$ cat src/rtl/amiq_sock_tx_arbiter.sv
// amiq_sock_tx_arbiter: round-robin, message-atomic arbiter sharing one socket tx channel with stall timeout
module amiq_sock_tx_arbiter #(
  parameter int NUM_REQ = 4,
  parameter int DATA_W = 8,
  parameter int TIMEOUT_W = 16,
  localparam int SRC_W = $clog2(NUM_REQ)
) (
  input  logic                      clk,
  input  logic                      rst_n,
  input  logic                      connected,
  input  logic [TIMEOUT_W-1:0]      timeout_cycles,
  input  logic [NUM_REQ-1:0]        req_valid,
  input  logic [NUM_REQ*DATA_W-1:0] req_data,
  input  logic [NUM_REQ-1:0]        req_last,
  output logic [NUM_REQ-1:0]        req_ready,
  output logic                      tx_valid,
  output logic [DATA_W-1:0]         tx_data,
  output logic                      tx_last,
  output logic [SRC_W-1:0]          tx_src,
  input  logic                      tx_ready,
  output logic                      msg_done,
  output logic                      msg_timeout,
  output logic [SRC_W-1:0]          msg_src,
  output logic                      busy
);
  typedef enum logic [1:0] {IDLE, XFER, FLUSH} state_t;
  state_t state, state_nx;
  logic [SRC_W-1:0] ptr, gnt, pick, gnt_inc;
  logic [SRC_W:0] idx;
  logic [TIMEOUT_W-1:0] cnt, lim, cnt_sat;
  logic found, xfer, hs, stall, hit, grant, done_ev, drain;
  assign xfer = state == XFER;
  assign tx_valid = xfer && req_valid[gnt];
  assign tx_data = xfer ? req_data[gnt*DATA_W +: DATA_W] : '0;
  assign tx_last = xfer && req_last[gnt];
  assign tx_src = xfer ? gnt : '0;
  assign busy = state != IDLE;
  assign hs = tx_valid && tx_ready;
  assign stall = tx_valid && !tx_ready;
  assign done_ev = hs && tx_last;
  assign drain = state == FLUSH && req_valid[gnt] && req_last[gnt];
  assign cnt_sat = &cnt ? cnt : cnt + 1'b1;
  assign hit = stall && lim != '0 && cnt_sat >= lim;
  assign grant = state == IDLE && connected && found;
  assign gnt_inc = (gnt == SRC_W'(NUM_REQ-1)) ? '0 : gnt + 1'b1;
  // first valid requester at or after ptr, wrapping modulo NUM_REQ
  always_comb begin
    found = 1'b0;
    pick = ptr;
    idx = '0;
    for (int i = NUM_REQ-1; i >= 0; i--) begin
      idx = {1'b0, ptr} + (SRC_W+1)'(i);
      if (idx >= (SRC_W+1)'(NUM_REQ)) idx = idx - (SRC_W+1)'(NUM_REQ);
      if (req_valid[idx[SRC_W-1:0]]) begin
        found = 1'b1;
        pick = idx[SRC_W-1:0];
      end
    end
  end
  // only the granted requester sees ready; FLUSH swallows its beats unconditionally
  always_comb begin
    req_ready = '0;
    req_ready[gnt] = xfer ? tx_ready : state == FLUSH;
  end
  // next state: a last-beat handshake wins over a timeout in the same cycle
  always_comb begin
    state_nx = state;
    case (state)
      IDLE:    state_nx = grant ? XFER : IDLE;
      XFER:    state_nx = done_ev ? IDLE : hit ? FLUSH : XFER;
      FLUSH:   state_nx = drain ? IDLE : FLUSH;
      default: state_nx = IDLE;
    endcase
  end
  // state, grant, stall counter and message status pulses
  always_ff @(posedge clk or negedge rst_n) begin
    if (!rst_n) begin
      state <= IDLE;
      ptr <= '0;
      gnt <= '0;
      cnt <= '0;
      lim <= '0;
      msg_done <= 1'b0;
      msg_timeout <= 1'b0;
      msg_src <= '0;
    end else begin
      state <= state_nx;
      msg_done <= done_ev;
      msg_timeout <= hit;
      if (done_ev || hit) msg_src <= gnt;
      if (done_ev || drain) ptr <= gnt_inc;
      if (grant) begin
        gnt <= pick;
        lim <= timeout_cycles;
        cnt <= '0;
      end else if (hs) begin
        cnt <= '0;
      end else if (stall) begin
        cnt <= cnt_sat;
      end
    end
  end
endmodule

$ cat config.mk
export PLATFORM = sky130hd
export DESIGN_NAME = amiq_sock_tx_arbiter
export DESIGN_NICKNAME = d
export VERILOG_FILES = /design/src/rtl/amiq_sock_tx_arbiter.sv
export SDC_FILE = /design/constraint.sdc
export NUM_CORES = 1
export LEC_CHECK = 0
export ABC_AREA = 1
export BUFFER_PORTS_ARGS = -buffer_cell sky130_fd_sc_hd__buf_2
export CAP_MARGIN = 30
export CORE_ASPECT_RATIO = 2
export CORE_MARGIN = 3
export CORE_UTILIZATION = 45
export CTS_BUF_LIST = sky130_fd_sc_hd__clkbuf_16
export DETAILED_ROUTE_END_ITERATION = 8
export PLACE_DENSITY_LB_ADDON = 0.08
export SLEW_MARGIN = 20
export SYNTH_ARGS = -nofsm -noshare
export SYNTH_HDL_FRONTEND = slang
export SYNTH_SLANG_ARGS = --single-unit
$ cat constraint.sdc
create_clock -name clk -period 3.35 [get_ports clk]
set_input_delay 0.1675 -clock clk [delete_from_list [all_inputs] [get_ports clk]]
set_output_delay 0.1675 -clock clk [all_outputs]
set_load 0.005 [all_outputs]
==> results of run 1 <==
-- critical path: stages (launching register included) --
cell	delay, ns
dfrtp_1	0.39
ha_1	0.24
nand3_2	0.13
or2_4	0.29
nor2_4	0.12
inv_2	0.16
o21ai_0	0.15
ha_1	0.29
a21o_1	0.16
a21oi_1	0.14
nand2_1	0.07
nand2_1	0.06
nand2_1	0.04
nand2_1	0.17
nand2_1	0.10
nand2_1	0.08
nand2_1	0.05
-- state kept, by name, indices dropped and copies added, names as in the netlist --
| register | flops |
|---|---|
| lim | 16 |
| msg_src | 2 |
| cnt | 16 |
| ptr | 2 |
| gnt | 2 |
| state | 2 |
| msg_done | 1 |
| msg_timeout | 1 |
-- per-stage QoR --
step                total power, mW  util, %  hold slack [ns]  setup slack, ns
global route                   2.79     56.8            0.105            0.214
detailed placement             2.10     54.4            0.367            0.572
finish                         2.52     56.8           0.0872            0.586
CTS                            2.55     56.3           0.0640            0.559
global placement               2.07     54.4            0.365            0.690
floorplan                      1.68        -           -0.128            0.952
-- synthesized netlist by cell type (all sizes together) (3+ instances only) --
library cell	number
ha	21
o21ai	51
a21oi	15
nand3	20
nor3	10
xor2	7
inv	68
nand4	6
nor2	64
dfrtp	42
nand2	154
or2	3
clkbuf	5
buf	8
-- routing by layer --
metal | part of all wire (%) | vias up
met5 | 0 | -
met4 | 3.0 | 0
met3 | 5.1 | 16
met2 | 58 | 98
met1 | 34 | 1446
li1 | - | 1671
-- logic make-up (layout without fill, tap and decap cells) --
group / Yosys count / in the layout
AO/OA/AOI/OAI: 71 / 71
flip-flops: 42 / 42
buffers and inverters: 81 / 160
XOR/XNOR: 8 / 8
AND/OR/NAND/NOR: 260 / 260
adder cells (fa/ha/maj): 21 / 21
-- final cells by class --
type,count,area (um2),share of cell area (%)
multi-input cells,360,1820,47.6
flip-flops and latches,42,1050,27.5
repair buffers,85,453,11.9
inverters,68,255,6.68
clock buffers,5,125,3.28
well taps,88,110,2.88
clock inverters,2,7.51,0.197
-- cell usage in the layout, fill, tap and decap left out, drive strengths merged, types with 3 or more instances in the layout --
cell	instances
nor3	10
a21oi	15
ha	21
clkbuf	5
o21ai	51
inv	70
nor2	64
buf	84
nand3	20
or2	3
nand2	154
nand4	6
dfrtp	42
xor2	7
-- worst max path at each step --
stage / start / to / depth (start not counted)
floorplan: cnt[0] / msg_src[1] / 20
global placement: cnt[1] / msg_src[0] / 16
detailed placement: cnt[1] / msg_src[1] / 16
CTS: cnt[1] / msg_src[1] / 16
global route: cnt[1] / msg_src[1] / 19
finish: cnt[1] / msg_src[1] / 16
-- power groups by stage --
| stage | registers (mW) | logic, mW | clock network [mW] |
|---|---|---|---|
| 2_1_floorplan | 0.731 | 0.947 | 0 |
| 3_3_place_gp | 0.746 | 1.32 | 0 |
| 3_5_place_dp | 0.749 | 1.35 | 0 |
| 4_1_cts | 0.742 | 1.35 | 0.458 |
| 5_1_grt | 0.762 | 1.55 | 0.476 |
| 6_report | 0.741 | 1.33 | 0.448 |
==> flow_summary.rst, run 1 <==
.. list-table::
   :header-rows: 1

   * - Metric
     - Value
   * - Pre-antenna DRT Iters
     - 4
   * - First-iteration detailed-routing DRC count
     - 144
   * - Maximum ir drop on the vdd rail
     - 389 uV
   * - Average wire per cell in the routed design
     - 12.9 um
   * - Share of total power consumed by net switching
     - 44.2%
   * - Number of placed I/O pins
     - 81
   * - Distinct cell type count of the synthesized netlist
     - 38
   * - Required @ worst endpoint
     - 3.52 ns
   * - Minimum clock period
     - 2.76 ns
   * - Clock tree root buffer cell
     - clkbuf_16
   * - Post-synthesis net count
     - 564
   * - Met3 routing resource usage after global routing
     - roughly 3.5%
   * - RSZ-0062 raised after global routing
     - no
   * - Vias in the first global route
     - 3213
   * - Gate count after technology mapping
     - 483
   * - FFs w/ async S/R, synth
     - 100%
   * - CTS-repair resized insts
     - 0
   * - Global-route wire length before repair
     - 14100 um
   * - Post-detailed-placement cell area
     - 3660 um2
   * - Routability congestion estimate from global placement
     - 0.818
   * - Ratio of routed vias to standard cells
     - 4.97
   * - Hold path start
     - timeout_cycles[15]
   * - Main area contributors after synthesis
     - dfrtp_1, nand2_1, ha_1
   * - Cell count of the worst hold path
     - 3
   * - Kind of end point of the critical path
     - flip-flop
   * - Synth Register Bits
     - 42
   * - Parity-gate share of the synthesized area counting xor and xnor cells
     - 2.20%
   * - Relative contribution of sequential cells to total power
     - 29.4%
   * - Sum Neg Setup Slack
     - 0 ns
   * - Class of the worst hold path
     - in2reg
   * - Detailed placement HPWL
     - 6990 um
   * - Row Count
     - 42
   * - Summed area of non-filler cells in the final layout
     - 3820 um2
   * - Full die area
     - 8200 um2
   * - Critical path launch point type
     - flip-flop
   * - GR Layer Usage met2
     - 43.4%
   * - DIE HEIGHT
     - 125 um
   * - Number of fillers in the final layout
     - 729
   * - Final Hold Violating Endpoints
     - 0
   * - Highest clock frequency the design can meet
     - 362 MHz
   * - Number of nets with antenna violations after detailed routing
     - 0
   * - Count of unresolved DRC violations after routing
     - 0
   * - Launching point of the worst reg2reg path
     - cnt[1]
   * - Capture point of the worst reg-to-reg path
     - msg_src[1]
   * - Placeable core region
     - 6730 um2
   * - Maximum number of pins on one net before global-route repair
     - 43
   * - Clk pwr share
     - 17.8%
   * - Slew at the pin closest to its max-slew limit
     - 0.497 ns
   * - Global-route met1 utilization
     - 20.4%
   * - Buffers added on ports
     - 80
   * - Number of max-slew violations in the final report
     - 0
   * - Total number of vias
     - around 3200
   * - Number of antenna violations at the first check in global routing
     - 0
   * - Simple-gate share of the synthesized area
     - 34.6%
   * - Share of post-route cells with drive strength above 1
     - around a fifth
   * - Post-synth design cell area
     - 3190 um2
   * - CTS HTree Levels
     - 2
   * - Number of buffers added by the clock tree synthesis step
     - 5
   * - Static power due to leakage
     - about 2.1 nW
   * - Syn-to-layout area delta
     - 19.7%
   * - Routed WL
     - 8380 um
   * - Signal arrival time at the worst endpoint
     - just under 3 ns
   * - Synthesis Warnings
     - 0
   * - CTS tree
     - yes
   * - Non-Filler Instances
     - 650
   * - Logic gate share of total power
     - a little over half
   * - Post-synth EDFFs
     - 0
   * - GRT Residual Overflow
     - 0
   * - Area leader, netlist
     - dfrtp_1
   * - Post-CTS Setup Inserts
     - 0
   * - Setup skew after layout
     - approximately 0.0049 ns
   * - Status
     - finished clean
   * - Initial core utilization
     - 47.5%
   * - Clock transition at the register clock pins on the worst setup and hold paths after CTS
     - 0.06 ns
   * - Post-synth top area share
     - 32.9%
   * - Post-synthesis adder-cell area fraction
     - 8.23%
   * - CP Max Fanout
     - 15
   * - # diodes
     - 0
   * - Largest family of logic cells by synthesized area
     - simple AND/OR/NAND/NOR gates
   * - Count of cells along the worst register-to-register path
     - 16
   * - Setup slack on the worst flop-to-flop path
     - 0.59 ns
   * - Post-synthesis mux area share
     - 0%
   * - Net Sw Power
     - 1.11 mW
   * - Critical path type
     - reg2reg
   * - Terminating pin of the worst hold path
     - lim[15]
   * - Cells after DPL
     - around 640
   * - Max-cap check violation count
     - 0
   * - Cell area power density
     - about 660 nW/um2
   * - Internal power
     - approximately 1.4 mW
   * - Complex-gate fraction of the synthesized area
     - a little under an eighth
   * - Share of the yosys chip area belonging to registers
     - 32.9%
   * - Horiz. Die Dim
     - 65.6 um
   * - Setup Viol. Count Final
     - 0
   * - Clock sinks
     - between 40 and 50
   * - Ys flop type
     - dfrtp_1
   * - Headroom to the max-slew limit
     - 66.8%
   * - Final Cycle Share
     - between 80% and 90%
   * - Hold buffer count at CTS
     - 0
   * - Buffer levels on the longest clock path
     - 2
   * - Mean cell area of the mapped netlist
     - 6.61 um2
   * - Most utilized layer in the global route result
     - met2
   * - Nets
     - 643
   * - Clock insertion delay at the later pin of the skew report
     - 0.28 ns
   * - Total GRT Usage
     - 21.7%
Power figures use the tool's default switching activity.
==> run 2: changes to the inputs <==
==> constraint.sdc (replaced) <==
create_clock -name clk -period 2.4 [get_ports clk]
set_input_delay 0.12 -clock clk [delete_from_list [all_inputs] [get_ports clk]]
set_output_delay 0.12 -clock clk [all_outputs]
set_load 0.005 [all_outputs]
==> run 2 against run 1 <==
Highest routed layer unchanged; critical path type unchanged; clock power up 71%; critical path depth unchanged; routed wire length up 18%; largest power group unchanged; total power up 61%; the flow now finishes with violations (setup timing); die area unchanged; global-route usage up 3.1 points; cell count up 8.8%; count of clock-buffer cells in the layout unchanged.
==> flow_summary.rst, run 2 (synthesis gave the netlist of run 1 again) <==
.. list-table::
   :header-rows: 1

   * - Metric
     - Value
   * - Average wire per cell in the routed design
     - about 14 um
   * - Slowest stage cell, crit path
     - dfrtp_1
   * - CTS HTree Levels
     - 2
   * - Detailed placement HPWL
     - 7560 um
   * - Bufs and invs on worst path
     - 2
   * - Number of max-slew violations in the final report
     - 0
   * - Headroom to the max-slew limit
     - between 60% and 70%
   * - Count of unresolved DRC violations after routing
     - 0
   * - Signal arrival time at the worst endpoint
     - 2.67 ns
   * - Critical path's top delay family
     - simple AND/OR/NAND/NOR gates
   * - Global-route wire length before repair
     - 16000 um
   * - Buffer levels on the longest clock path
     - 2
   * - Clock tree root buffer cell
     - clkbuf_16
   * - Count of cells along the worst register-to-register path
     - 16
   * - Cells along the critical path
     - ha_2 > nand3_2 > or2_4 > nor2_4 > clkinv_4 > buf_12 > nand2_2 > ha_4 > a21oi_2 > nand2_1 > a21oi_2 > nand2_2 > nand2_4 > nand2_2 > nand2_1 > nand2_1
   * - Buffers added on ports
     - 80
   * - Setup Viol. Count Final
     - 5
   * - Final Cycle Share
     - 104%
   * - Max-cap check violation count
     - 0
   * - Internal power
     - 2.28 mW
   * - Top routing layer used
     - met4
   * - Met3 wire length
     - ~400 um
   * - Final Hold Violating Endpoints
     - 0
   * - Highest-count cells in the layout ignoring fill and taps
     - nand2_1, buf_2, inv_1
   * - Logic gate share of total power
     - 55.2%
   * - Setup skew after layout
     - roughly 0.0079 ns
   * - Horiz. Die Dim
     - 65.6 um
   * - Capture point of the worst reg-to-reg path
     - msg_src[1]
   * - Pre-antenna DRT Iters
     - 4
   * - DIE HEIGHT
     - 125 um
   * - Place WS
     - -0.136 ns
   * - Routability congestion estimate from global placement
     - 0.879
   * - Cell count of the worst hold path
     - 3
   * - Critical path launch point type
     - flip-flop
   * - Critical path type
     - reg2reg
   * - Failing checks
     - setup timing
   * - Terminating pin of the worst hold path
     - lim[1]
   * - Met1 wire length
     - around 3300 um
   * - Number of nets with antenna violations after detailed routing
     - 0
   * - Cell area power density
     - ~880 nW/um2
   * - Hold path start
     - timeout_cycles[1]
   * - Leading registers by flop count
     - cnt: 16 flops, lim: 16 flops
   * - Clk pwr share
     - between 10% and 20%
   * - Clock sinks
     - 42
   * - Initial core utilization
     - 47.5%
   * - Kind of end point of the critical path
     - flip-flop
   * - Maximum ir drop on the vdd rail
     - approximately 630 uV
   * - Nets
     - ~700
   * - Count of cell instances traversed by the critical path
     - 16
   * - RSZ-0062 raised after global routing
     - yes
   * - Minimum clock period
     - 2.50 ns
   * - Number of placed I/O pins
     - 81
   * - Clock transition at the register clock pins on the worst setup and hold paths after CTS
     - 0.06 ns
   * - Class of the worst hold path
     - in2reg
   * - Required @ worst endpoint
     - about 2.6 ns
   * - CP Max Fanout
     - 7
   * - First-iteration detailed-routing DRC count
     - 146
   * - Ratio of routed vias to standard cells
     - ~5.0
   * - Share of total power consumed by net switching
     - 43.8%
   * - Number of buffers added by the clock tree synthesis step
     - 5
   * - Net Sw Power
     - 1.78 mW
   * - Row Count
     - 42
   * - Placeable core region
     - 6730 um2
   * - Launching point of the worst reg2reg path
     - cnt[0]
   * - Maximum number of pins on one net before global-route repair
     - 43
   * - Number of antenna violations at the first check in global routing
     - 0
   * - Slew at the pin closest to its max-slew limit
     - ~0.51 ns
   * - CTS tree
     - yes
   * - Total GRT Usage
     - 24.8%
   * - Routed WL
     - 9890 um
   * - Share of post-route cells with drive strength above 1
     - 36.3%
   * - Largest stage delay on the critical path
     - roughly 0.36 ns
   * - Cells after DPL
     - 687
   * - Met2 WL post-DR
     - around 5700 um
   * - Full die area
     - 8200 um2
   * - Highest clock frequency the design can meet
     - 400 MHz
   * - Syn-to-layout area delta
     - 44.7%
   * - # diodes
     - 0
   * - Relative contribution of sequential cells to total power
     - 26.0%
   * - Vias in the first global route
     - 3753
   * - Static power due to leakage
     - approximately 2.5 nW
   * - Fin worst setup slack
     - -0.0977 ns
   * - Leading cell type in the layout, fill and taps excluded
     - nand2_1
   * - Setup slack on the worst flop-to-flop path
     - -0.1 ns
   * - Non-Filler Instances
     - a little over 700
   * - Status
     - finished, violations left
   * - Total number of vias
     - 3557
   * - GRT Residual Overflow
     - 0
   * - Clock insertion delay at the later pin of the skew report
     - 0.29 ns
   * - Sum Neg Setup Slack
     - -0.299 ns
run 2: cell count changes in the layout (fill, tap and decap cells not counted), sizes merged:
cell	delta
bufinv	+1
clkinv	+1
buf	+55
run 2: worst register-to-register path, delay by kind of cell (launching register included):
kind	cells	cell delay [ns]
simple gates	10	1.05
compound gates	2	0.26
flops	1	0.36
buf+inv	2	0.32
fa+ha+maj	2	0.40
run 2: worst max path at each step:
stage                      start          to  slack (ns)
after floorplan           cnt[0]  msg_src[1]       0.002
after global placement    cnt[8]  msg_src[0]       -0.12
after detailed placement  cnt[8]  msg_src[1]       -0.14
after CTS                 cnt[1]  msg_src[1]       -0.05
after global routing      cnt[0]  msg_src[1]       -0.25
final                     cnt[0]  msg_src[1]        -0.1
run 2: repair_timing:
item,CTS,global route
gates cloned,0,1
setup endpoints to repair,5,5
hold buffers,0,1
setup buffers,3,6
resized for setup,12,62
hold endpoints to repair,0,15
pin swaps,8,16
run 2: metrics by stage:
| step | area (um2) | utilization [%] | power, mW | hold WS, ns |
|---|---|---|---|---|
| 2_1_floorplan | 3190 | - | 2.34 | -0.176 |
| 3_3_place_gp | 4020 | 59.7 | 2.97 | 0.321 |
| 3_5_place_dp | 4020 | 59.7 | 3.02 | 0.335 |
| 4_1_cts | 4240 | 63.1 | 3.84 | 0.0227 |
| 5_1_grt | 4620 | 68.7 | 4.44 | 0.0545 |
| 6_report | 4620 | 68.7 | 4.05 | 0.0315 |
run 2: metal layers:
layer	GRT usage, %	up-vias
li1	-	1785
met5	0	-
met3	3.32	34
met4	14.1	0
met2	49.3	119
met1	22.2	1619
run 2: power by group through the flow:
stage	combinational, mW	clock [mW]	sequential (mW)
2_1_floorplan	1.32	0	1.02
3_3_place_gp	1.92	0	1.05
3_5_place_dp	1.97	0	1.06
4_1_cts	2.02	0.771	1.05
5_1_grt	2.55	0.809	1.08
6_report	2.23	0.764	1.05
run 2: cell type report:
type                            count  area, um2
Clock buffer                        5        125
Tap cell                           88        110
Timing Repair Buffer              140        897
Fill cell                         626       2110
Clock inverter                      3       37.5
Multi-Input combinational cell    360       2130
Sequential cell                    42       1050
Inverter                           68        260
Timing Repair inverter              1       6.26
